**src/rtl/wb_arbiter_if.sv**
```systemverilog
// Bus bundle for the two-master Wishbone arbiter: both master request/response
// groups, the shared slave-side request/response and the arbiter status lines.
interface wb_arbiter_if #(
    parameter int WB_DATA_WIDTH = 32,
    parameter int WB_ADDR_WIDTH = 32,
    parameter int WB_SEL_WIDTH  = 4
);
    // master 0 (CPU) request and response
    logic [WB_ADDR_WIDTH-1:0] m0_addr_i;
    logic [WB_DATA_WIDTH-1:0] m0_data_i;
    logic                     m0_we_i;
    logic [WB_SEL_WIDTH-1:0]  m0_sel_i;
    logic                     m0_stb_i;
    logic                     m0_cyc_i;
    logic                     m0_ack_o;
    logic                     m0_err_o;
    logic [WB_DATA_WIDTH-1:0] m0_data_o;

    // master 1 (debug / loader) request and response
    logic [WB_ADDR_WIDTH-1:0] m1_addr_i;
    logic [WB_DATA_WIDTH-1:0] m1_data_i;
    logic                     m1_we_i;
    logic [WB_SEL_WIDTH-1:0]  m1_sel_i;
    logic                     m1_stb_i;
    logic                     m1_cyc_i;
    logic                     m1_ack_o;
    logic                     m1_err_o;
    logic [WB_DATA_WIDTH-1:0] m1_data_o;

    // shared slave-side bus
    logic [WB_ADDR_WIDTH-1:0] s_addr_o;
    logic [WB_DATA_WIDTH-1:0] s_data_o;
    logic                     s_we_o;
    logic [WB_SEL_WIDTH-1:0]  s_sel_o;
    logic                     s_stb_o;
    logic                     s_cyc_o;
    logic                     s_ack_i;
    logic [WB_DATA_WIDTH-1:0] s_data_i;

    // arbiter status
    logic [1:0]               grant_o;
    logic                     timeout_o;

    // arbiter's own view: it serves the masters and drives the slave bus
    modport slave (
        input  m0_addr_i, m0_data_i, m0_we_i, m0_sel_i, m0_stb_i, m0_cyc_i,
        output m0_ack_o, m0_err_o, m0_data_o,
        input  m1_addr_i, m1_data_i, m1_we_i, m1_sel_i, m1_stb_i, m1_cyc_i,
        output m1_ack_o, m1_err_o, m1_data_o,
        output s_addr_o, s_data_o, s_we_o, s_sel_o, s_stb_o, s_cyc_o,
        input  s_ack_i, s_data_i,
        output grant_o, timeout_o
    );

    // environment view: the masters plus the slave responder
    modport master (
        output m0_addr_i, m0_data_i, m0_we_i, m0_sel_i, m0_stb_i, m0_cyc_i,
        input  m0_ack_o, m0_err_o, m0_data_o,
        output m1_addr_i, m1_data_i, m1_we_i, m1_sel_i, m1_stb_i, m1_cyc_i,
        input  m1_ack_o, m1_err_o, m1_data_o,
        input  s_addr_o, s_data_o, s_we_o, s_sel_o, s_stb_o, s_cyc_o,
        output s_ack_i, s_data_i,
        input  grant_o, timeout_o
    );
endinterface

```
**src/rtl/wb_arbiter.sv**
```systemverilog
// Two-master round-robin Wishbone arbiter with a per-grant watchdog.
// A grant is held for a whole bus cycle; one idle cycle always separates
// grants. The watchdog aborts a transfer the slave never acknowledges.
module wb_arbiter #(
    parameter int WB_DATA_WIDTH  = 32,
    parameter int WB_ADDR_WIDTH  = 32,
    parameter int WB_SEL_WIDTH   = 4,
    parameter int TIMEOUT_CYCLES = 255
) (
    input  logic         clk_i,
    input  logic         rst_n_i,
    wb_arbiter_if.slave  bus
);

    localparam logic [15:0] TIMEOUT_LIM = 16'(TIMEOUT_CYCLES);
    localparam bit          WDOG_EN     = (TIMEOUT_CYCLES != 0);

    typedef enum logic [1:0] {
        IDLE = 2'd0,
        GNT0 = 2'd1,
        GNT1 = 2'd2
    } state_t;

    state_t      state;
    logic        last;
    logic [15:0] wcnt;
    logic [1:0]  grant;

    logic        owner_cyc;
    logic        owner_stb;
    logic        abort;

    // select the current owner's cyc/stb and detect the watchdog abort cycle
    always_comb begin
        owner_cyc = 1'b0;
        owner_stb = 1'b0;
        case (state)
            GNT0: begin
                owner_cyc = bus.m0_cyc_i;
                owner_stb = bus.m0_stb_i;
            end
            GNT1: begin
                owner_cyc = bus.m1_cyc_i;
                owner_stb = bus.m1_stb_i;
            end
            default: begin
                owner_cyc = 1'b0;
                owner_stb = 1'b0;
            end
        endcase
        abort = WDOG_EN && (state != IDLE) && (wcnt == TIMEOUT_LIM) && !bus.s_ack_i;
    end

    // arbitration FSM, round-robin history, watchdog counter and grant register
    always_ff @(posedge clk_i or negedge rst_n_i) begin
        if (!rst_n_i) begin
            state <= IDLE;
            last  <= 1'b1;
            wcnt  <= 16'd0;
            grant <= 2'b00;
        end else begin
            case (state)
                IDLE: begin
                    wcnt <= 16'd0;
                    if (bus.m0_cyc_i && (!bus.m1_cyc_i || last)) begin
                        state <= GNT0;
                        grant <= 2'b01;
                        last  <= 1'b0;
                    end else if (bus.m1_cyc_i) begin
                        state <= GNT1;
                        grant <= 2'b10;
                        last  <= 1'b1;
                    end
                end
                GNT0, GNT1: begin
                    if (abort) begin
                        state <= IDLE;
                        grant <= 2'b00;
                        wcnt  <= 16'd0;
                    end else begin
                        if (bus.s_ack_i) begin
                            wcnt <= 16'd0;
                        end else if (owner_stb) begin
                            wcnt <= wcnt + 16'd1;
                        end
                        if (!owner_cyc) begin
                            state <= IDLE;
                            grant <= 2'b00;
                        end
                    end
                end
                default: begin
                    state <= IDLE;
                    grant <= 2'b00;
                    wcnt  <= 16'd0;
                end
            endcase
        end
    end

    // route the owner's request to the slave and the slave's response back
    always_comb begin
        bus.s_addr_o  = {WB_ADDR_WIDTH{1'b0}};
        bus.s_data_o  = {WB_DATA_WIDTH{1'b0}};
        bus.s_sel_o   = {WB_SEL_WIDTH{1'b0}};
        bus.s_we_o    = 1'b0;
        bus.s_cyc_o   = 1'b0;
        bus.s_stb_o   = 1'b0;
        bus.m0_ack_o  = 1'b0;
        bus.m0_err_o  = 1'b0;
        bus.m0_data_o = {WB_DATA_WIDTH{1'b0}};
        bus.m1_ack_o  = 1'b0;
        bus.m1_err_o  = 1'b0;
        bus.m1_data_o = {WB_DATA_WIDTH{1'b0}};
        case (state)
            GNT0: begin
                bus.s_addr_o  = bus.m0_addr_i;
                bus.s_data_o  = bus.m0_data_i;
                bus.s_sel_o   = bus.m0_sel_i;
                bus.s_we_o    = bus.m0_we_i;
                bus.s_cyc_o   = bus.m0_cyc_i && !abort;
                bus.s_stb_o   = bus.m0_stb_i && !abort;
                bus.m0_ack_o  = bus.s_ack_i;
                bus.m0_err_o  = abort;
                bus.m0_data_o = bus.s_data_i;
            end
            GNT1: begin
                bus.s_addr_o  = bus.m1_addr_i;
                bus.s_data_o  = bus.m1_data_i;
                bus.s_sel_o   = bus.m1_sel_i;
                bus.s_we_o    = bus.m1_we_i;
                bus.s_cyc_o   = bus.m1_cyc_i && !abort;
                bus.s_stb_o   = bus.m1_stb_i && !abort;
                bus.m1_ack_o  = bus.s_ack_i;
                bus.m1_err_o  = abort;
                bus.m1_data_o = bus.s_data_i;
            end
            default: begin
                bus.s_cyc_o = 1'b0;
            end
        endcase
    end

    assign bus.grant_o   = grant;
    assign bus.timeout_o = abort;

endmodule

```
**src/flat_wrapper.sv**
```systemverilog
// flat-port wrapper written by rule: the top's interface ports become plain ports
module wb_arbiter_flat 
#(
    parameter int WB_DATA_WIDTH  = 32,
    parameter int WB_ADDR_WIDTH  = 32,
    parameter int WB_SEL_WIDTH   = 4,
    parameter int TIMEOUT_CYCLES = 255
)
  (clk_i, rst_n_i, bus_m0_addr_i, bus_m0_data_i, bus_m0_we_i, bus_m0_sel_i, bus_m0_stb_i, bus_m0_cyc_i, bus_m0_ack_o, bus_m0_err_o, bus_m0_data_o, bus_m1_addr_i, bus_m1_data_i, bus_m1_we_i, bus_m1_sel_i, bus_m1_stb_i, bus_m1_cyc_i, bus_m1_ack_o, bus_m1_err_o, bus_m1_data_o, bus_s_addr_o, bus_s_data_o, bus_s_we_o, bus_s_sel_o, bus_s_stb_o, bus_s_cyc_o, bus_s_ack_i, bus_s_data_i, bus_grant_o, bus_timeout_o);
  wb_arbiter_if #(.WB_DATA_WIDTH(WB_DATA_WIDTH), .WB_ADDR_WIDTH(WB_ADDR_WIDTH), .WB_SEL_WIDTH(WB_SEL_WIDTH)) bus_i ();
  input  logic clk_i;
  input  logic rst_n_i;
  input wire logic [$bits(bus_i.m0_addr_i)-1:0] bus_m0_addr_i;
  input wire logic [$bits(bus_i.m0_data_i)-1:0] bus_m0_data_i;
  input wire logic [$bits(bus_i.m0_we_i)-1:0] bus_m0_we_i;
  input wire logic [$bits(bus_i.m0_sel_i)-1:0] bus_m0_sel_i;
  input wire logic [$bits(bus_i.m0_stb_i)-1:0] bus_m0_stb_i;
  input wire logic [$bits(bus_i.m0_cyc_i)-1:0] bus_m0_cyc_i;
  output wire logic [$bits(bus_i.m0_ack_o)-1:0] bus_m0_ack_o;
  output wire logic [$bits(bus_i.m0_err_o)-1:0] bus_m0_err_o;
  output wire logic [$bits(bus_i.m0_data_o)-1:0] bus_m0_data_o;
  input wire logic [$bits(bus_i.m1_addr_i)-1:0] bus_m1_addr_i;
  input wire logic [$bits(bus_i.m1_data_i)-1:0] bus_m1_data_i;
  input wire logic [$bits(bus_i.m1_we_i)-1:0] bus_m1_we_i;
  input wire logic [$bits(bus_i.m1_sel_i)-1:0] bus_m1_sel_i;
  input wire logic [$bits(bus_i.m1_stb_i)-1:0] bus_m1_stb_i;
  input wire logic [$bits(bus_i.m1_cyc_i)-1:0] bus_m1_cyc_i;
  output wire logic [$bits(bus_i.m1_ack_o)-1:0] bus_m1_ack_o;
  output wire logic [$bits(bus_i.m1_err_o)-1:0] bus_m1_err_o;
  output wire logic [$bits(bus_i.m1_data_o)-1:0] bus_m1_data_o;
  output wire logic [$bits(bus_i.s_addr_o)-1:0] bus_s_addr_o;
  output wire logic [$bits(bus_i.s_data_o)-1:0] bus_s_data_o;
  output wire logic [$bits(bus_i.s_we_o)-1:0] bus_s_we_o;
  output wire logic [$bits(bus_i.s_sel_o)-1:0] bus_s_sel_o;
  output wire logic [$bits(bus_i.s_stb_o)-1:0] bus_s_stb_o;
  output wire logic [$bits(bus_i.s_cyc_o)-1:0] bus_s_cyc_o;
  input wire logic [$bits(bus_i.s_ack_i)-1:0] bus_s_ack_i;
  input wire logic [$bits(bus_i.s_data_i)-1:0] bus_s_data_i;
  output wire logic [$bits(bus_i.grant_o)-1:0] bus_grant_o;
  output wire logic [$bits(bus_i.timeout_o)-1:0] bus_timeout_o;
  assign bus_i.m0_addr_i = bus_m0_addr_i;
  assign bus_i.m0_data_i = bus_m0_data_i;
  assign bus_i.m0_we_i = bus_m0_we_i;
  assign bus_i.m0_sel_i = bus_m0_sel_i;
  assign bus_i.m0_stb_i = bus_m0_stb_i;
  assign bus_i.m0_cyc_i = bus_m0_cyc_i;
  assign bus_m0_ack_o = bus_i.m0_ack_o;
  assign bus_m0_err_o = bus_i.m0_err_o;
  assign bus_m0_data_o = bus_i.m0_data_o;
  assign bus_i.m1_addr_i = bus_m1_addr_i;
  assign bus_i.m1_data_i = bus_m1_data_i;
  assign bus_i.m1_we_i = bus_m1_we_i;
  assign bus_i.m1_sel_i = bus_m1_sel_i;
  assign bus_i.m1_stb_i = bus_m1_stb_i;
  assign bus_i.m1_cyc_i = bus_m1_cyc_i;
  assign bus_m1_ack_o = bus_i.m1_ack_o;
  assign bus_m1_err_o = bus_i.m1_err_o;
  assign bus_m1_data_o = bus_i.m1_data_o;
  assign bus_s_addr_o = bus_i.s_addr_o;
  assign bus_s_data_o = bus_i.s_data_o;
  assign bus_s_we_o = bus_i.s_we_o;
  assign bus_s_sel_o = bus_i.s_sel_o;
  assign bus_s_stb_o = bus_i.s_stb_o;
  assign bus_s_cyc_o = bus_i.s_cyc_o;
  assign bus_i.s_ack_i = bus_s_ack_i;
  assign bus_i.s_data_i = bus_s_data_i;
  assign bus_grant_o = bus_i.grant_o;
  assign bus_timeout_o = bus_i.timeout_o;
  wb_arbiter #(.WB_DATA_WIDTH(WB_DATA_WIDTH), .WB_ADDR_WIDTH(WB_ADDR_WIDTH), .WB_SEL_WIDTH(WB_SEL_WIDTH), .TIMEOUT_CYCLES(TIMEOUT_CYCLES)) u_core (.clk_i(clk_i), .rst_n_i(rst_n_i), .bus(bus_i));
endmodule
```
**config.mk**
```make
export PLATFORM = sky130hd
export DESIGN_NAME = wb_arbiter_flat
export DESIGN_NICKNAME = d
export VERILOG_FILES = /design/src/rtl/wb_arbiter_if.sv /design/src/rtl/wb_arbiter.sv /design/src/flat_wrapper.sv
export SDC_FILE = /design/constraint.sdc
export NUM_CORES = 1
export LEC_CHECK = 0
export BUFFER_PORTS_ARGS = -buffer_cell sky130_fd_sc_hd__buf_2
export CORE_AREA = 2 2 124 126
export CTS_CLUSTER_DIAMETER = 40
export CTS_CLUSTER_SIZE = 40
export DETAILED_ROUTE_END_ITERATION = 10
export DIE_AREA = 0 0 126 128
export GPL_TIMING_DRIVEN = 1
export PLACE_DENSITY_LB_ADDON = 0.12
export SLEW_MARGIN = 40
export SYNTH_ARGS = -nofsm -noshare
export SYNTH_HDL_FRONTEND = slang
export SYNTH_SLANG_ARGS = --single-unit
```
**constraint.sdc**
```tcl
create_clock -name clk_i -period 1.6 [get_ports clk_i]
set_input_delay 0.24 -clock clk_i [delete_from_list [all_inputs] [get_ports clk_i]]
set_output_delay 0.24 -clock clk_i [all_outputs]
set_load 0.005 [all_outputs]
```
# == After elaboration in Yosys (flattened, before gate mapping) ==
# Index checks and enable logic that the tools add are counted.
# op_classes
muxes,25
n_reduce_logical,17
addsub,1
n_eq_ne,6
# op_table
op,count
$pmux 32 s2,2
$mux 16,4
$mux 32,2
$add 16x1->16 const B,1
$eq 16x8->1 const B,1
$pmux 1 s2,5
$mux 2,4
$pmux 4 s2,1
$logic_and 1x1->1,7
$mux 1,6
$ne 4x2->1 const B,1
$pmux 2 s2,1
$reduce_and 2->1,2
$reduce_bool 2->1,2
$logic_not 1->1,3
$ne 3x2->1 const B,1
$ne 3x3->1 const B,1
$eq 2x1->1 const B,1
$eq 2x2->1 const B,1
$logic_not 2->1,1
$reduce_or 2->1,1
$logic_or 1x1->1,1
# totals
register_bits,19
output_inout_bits,142

# == Depth between registers and ports, before layout ==
# logic_depth
depth_word,6
depth_mapped,8

# == Least setup slack after synthesis ==
# Ideal clock, no wire load.
# synth_timing
kind,register to output
from,register u_core.state[0]
to,output bus_s_addr_o[28]
t_required_ns,1.360
stages_incl_launch_ff,8
n_path_buf,3
arrival_time_ns,1.584
slack_ns,-0.224
path_cell_list,dfrtp_1 > inv_1 > ha_1 > buf_4 > clkbuf_1 > buf_1 > a22oi_1 > nor2b_1
# synth_between
elab_chain_len,2
word_cells_on_any_way,3
classes_between,2 x eq/ne; 1 x mux
# synth_rtl
element,line,text
"start, declared",wb_arbiter.sv:24,state_t state;
"start signal, assigned",wb_arbiter.sv:57,state <= IDLE;
"start signal, assigned",wb_arbiter.sv:66,state <= GNT0;
"start signal, assigned",wb_arbiter.sv:70,state <= GNT1;
$eq 2x2->1 or $eq 2x1->1 (tied branches),wb_arbiter.sv:115,case (state)
$pmux 32 s2 *,wb_arbiter.sv:115,
"end, declared",flat_wrapper.sv:31,output wire logic [$bits(bus_i.s_addr_o)-1:0] bus_s_addr_o;
# Mark *: on every way between the ends. The rest lies on a longest branch, timed or not.

# == Worst setup path in the final report ==
# layout_timing
from,register u_core.wcnt[14]
to,output bus_m1_err_o
# layout_between
elab_chain_len,4
# layout_rtl
element,line,text
"start, declared",wb_arbiter.sv:26,logic [15:0] wcnt;
"start signal, assigned",wb_arbiter.sv:84,wcnt <= wcnt + 16'd1;
$eq 16x8->1,wb_arbiter.sv:51,abort = WDOG_EN && (state != IDLE) && (wcnt == TIMEOUT_LIM) && !bus.s_ack_i;
$logic_and 1x1->1 (2 in series),wb_arbiter.sv:51,
$mux 1,wb_arbiter.sv:115,
"end, declared",flat_wrapper.sv:29,output wire logic [$bits(bus_i.m1_err_o)-1:0] bus_m1_err_o;
# No other way between the ends.

==> results.tsv <==
stage	metric	value	unit
outcome	status	finished, violations left	
outcome	violated checks	setup timing	
place	IO Port Bufs	318	
detailed_routing	ANT nets after route	0	
synth	largest family of logic cells by synthesized area	simple AND/OR/NAND/NOR gates	
die	height of the die	128	um
worst_setup_path	CP Class	flop to primary output	
die	IO Pins	319	
cells_and_area	commonest non-fill, non-tap cells in the layout	buf_2 (273), a22oi_2 (70), nor2b_1 (65)	
cells_and_area	Storage cell area	479.2	um^2
global_route	global-route wire length before repair	22950	um
cells_and_area	ratio of cells with drive above 1 in the final layout	77.14	%
worst_setup_path	worst path arrival time	1.79	ns
power_and_ir_drop	sequential share of power	5.5	%
timing	setup TNS	-45.63	ns
die	core box area	14860	um^2
power_and_ir_drop	Int Power	0.006363	W
flow_run	Max Cap Violations	0	
synth	Synth Area in Compound Gates	26.39	%
cells_and_area	area of the multi-input gates	2721	um^2
clock_network	Reg clk slew, reported paths	0.06	ns
synth	synthesized flop and latch total	19	
power_and_ir_drop	Cell Pwr Density	1506	nW/um^2
detailed_routing	1st-iter DRT viols	181	
timing	Fin. Hold Viols	0	
synth	mux cell area share after synthesis	1.508	%
die	die width	126	um
synth	syn_nets	543	
worst_setup_path	crit path capture type	primary output	
synth	post-synthesis adder-cell area fraction	1.885	%
synth	simple-gate share of the synthesized area	43.92	%
detailed_routing	WL/cell	20.48	um
clock_network	TritonCTS clock tree	done	
power_and_ir_drop	sw frac	39.74	%
worst_setup_path	maximum fanout along the worst path	3	
clock_network	Longest Clk Path Bufs	2	
clock_network	Root Driver	clkbuf_16	
detailed_routing	drt total wl	19430	um
worst_setup_path	Crit path required time	1.36	ns
cells_and_area	Layout Cells excl Fill	949	
timing	minimum clock period	2.028	ns
power_and_ir_drop	combinational power share	89.4	%
power_and_ir_drop	Leakage	3.352	nW
worst_setup_path	worst reg2reg path startpoint	u_core.state[0]	
die	Row Count	45	
detailed_routing	Vias	4522	
timing	Setup Viol. Count Final	158	
timing	fin. max-slew vios	0	
global_route	initial antenna violation count	0	
cells_and_area	Layout area overhead	164.0	%
clock_network	Sink Count	19	
detailed_routing	Vias/cell	4.765	
synth	Post-Synth XOR/XNOR Area	2.639	%
global_route	largest net degree at the start of global routing	43	
cells_and_area	fillers	1416	
worst_hold_path	HP Start	bus_m0_cyc_i	
synth	Post-Syn Area	2655	um^2
global_route	grt total ovfl	0	
power_and_ir_drop	overall power	0.01056	W
timing	RSZ-0062 raised after global routing	true	
detailed_routing	DR pass1 iterations	4	
power_and_ir_drop	Clock power frac	5.1	%
timing	slew of the pin with the lowest slew margin	0.4592	ns
die	initial core utilization	17.86	%
synth	synth top area cells	a22oi_1 (20%), dfrtp_1 (17%), nor2b_1 (16%), and2_1 (16%), clkbuf_1 (3.8%)	
worst_setup_path	Critical Path, Cell by Cell	nor4_2 -> buf_4 -> nand2_4 -> nor4b_4 -> and2_1 -> buf_2	
worst_hold_path	Hold Crit Class	primary input to flop	
worst_setup_path	slowest CP cell	dfrtp_1	
cells_and_area	fin nets	943	
clock_network	clk_lat worst skew	0.26	ns
timing	clk_skew	0.005964	ns
cells_and_area	Antenna Cells	0	
clock_network	total CTS buffers	3	
power_and_ir_drop	switching pwr	0.004195	W
worst_setup_path	Worst Setup SP	u_core.wcnt[14]	
synth	leading area contributor after synthesis	a22oi_1	
clock_network	H-tree levels	1	
die	die footprint	16130	um^2
detailed_routing	Remaining DRCs	0	
synth	register area share after synthesis	17.95	%
worst_setup_path	CP peak stage delay	0.40	ns
power_and_ir_drop	Worst VDD drop	0.0007093	V
synth	Synth top area share	19.79	%
place	Post-DP HPWL	11930	um
place	placed cells	886	
global_route	vias in the first global route	4111	
global_route	GRT Util Overall	18.27	%
worst_setup_path	Critical Path Start Type	flop	
timing	Final period util	126.8	%
place	gpl congestion	0.8185	
cells_and_area	commonest non-fill, non-tap cell in the layout	buf_2	
timing	fmax	0.4930	GHz
timing	Setup WS post-layout	-0.4284	ns
timing	Slew headroom	69.38	%
synth	Syn Area/Cell	7.334	um^2
synth	Distinct cells, synth	41	
synth	Ys Warns	0	
synth	cells after synthesis	362	
-- worst paths after layout --
path | endpoint | slack, ns | depth (start not counted)
max in group asynchronous | u_core.state[1] | 0.79 | 2
max | bus_m1_err_o | -0.43 | 6
min in group asynchronous | u_core.wcnt[5] | 0.46 | 2
min reg2reg | u_core.last | 0.52 | 2
min | u_core.last | 0.24 | 2
max reg2reg | u_core.wcnt[14] | -0.26 | 7
-- sequential cells by signal (all words and copies together) (netlist names) --
register and count:
u_core.last 1, u_core.state 2, u_core.wcnt 16
-- worst max-delay path: cells and delay by family (launching register included) --
family / cells / cell delay [ns]
buf+inv: 2 / 0.28
simple gates: 4 / 0.86
flops: 1 / 0.40
-- synth_stat cells (all sizes together) --
master  count
o21ai       8
xor2        4
nor2b      70
dfrtp      18
o32a        1
nand2       9
nor4        2
a21oi       8
nor4b       1
or4         2
or2         1
ha          4
or4b        2
nor3        2
a22o        2
and3        1
xnor2       4
mux2i       4
dfstp       1
nand3       8
nand4       6
a311oi      1
inv         3
and4        2
o41ai       1
nor4bb      1
nor2       13
clkbuf     27
and2       69
a31oi       1
a22oi      70
o22ai       1
nand2b      2
o211ai      1
buf         8
o31ai       4
-- cells by family after synthesis --
logic type | Yosys count
muxes | 4
and+or+nand+nor | 191
xor gates and xnor gates | 8
DFF | 19
AOI/OAI and AO/OA | 98
buffers and inverters | 38
adders and majority gates | 4
-- power by group through the flow --
stage	clock network, W	logic (W)	registers [W]
3_3_place_gp	0	0.00474	0.000581
5_1_grt	0.000560	0.00992	0.000591
3_5_place_dp	0	0.00476	0.000583
2_1_floorplan	0	0.00251	0.000575
6_report	0.000536	0.00944	0.000583
4_1_cts	0.000546	0.00675	0.000574
-- stage by stage --
stage / setup WS, ns / hold slack (ns) / cell area [um^2] / util [%]
3_3_place_gp: -0.3211 / 0.2313 / 4846 / 32.60
3_5_place_dp: -0.3713 / 0.2246 / 4846 / 32.60
6_report: -0.4284 / 0.2423 / 7009 / 47.15
2_1_floorplan: -0.1380 / -0.05559 / 2694 / -
5_1_grt: -0.5041 / 0.2552 / 7009 / 47.15
4_1_cts: -0.4193 / 0.2390 / 5664 / 38.11
-- per-layer routing --
layer	global-route usage (%)	share of wire (%)	vias to the layer above
met5	0	0	-
met4	4.008	3.4	0
met3	2.546	6.3	38
met2	35.29	53	258
met1	21.28	37	2125
li1	-	-	2101
-- what timing repair did --
item,4_1_cts,5_1_grt
pin swaps,8,67
hold endpoints to repair,18,0
buffers inserted,15,25
cloned,10,21
hold buffers,1,0
endpoints found under the setup margin,158,158
gates resized for setup,74,188
-- final cells by class --
type                       count  area share (%)
timing repair buffer         430           49.63
tap                          188           3.356
sequential                    19           6.837
clock buffer                   4           1.125
inverter                       3          0.2321
multi-input combinational    305           38.83
No activity file was read; power rests on OpenSTA's default activity.
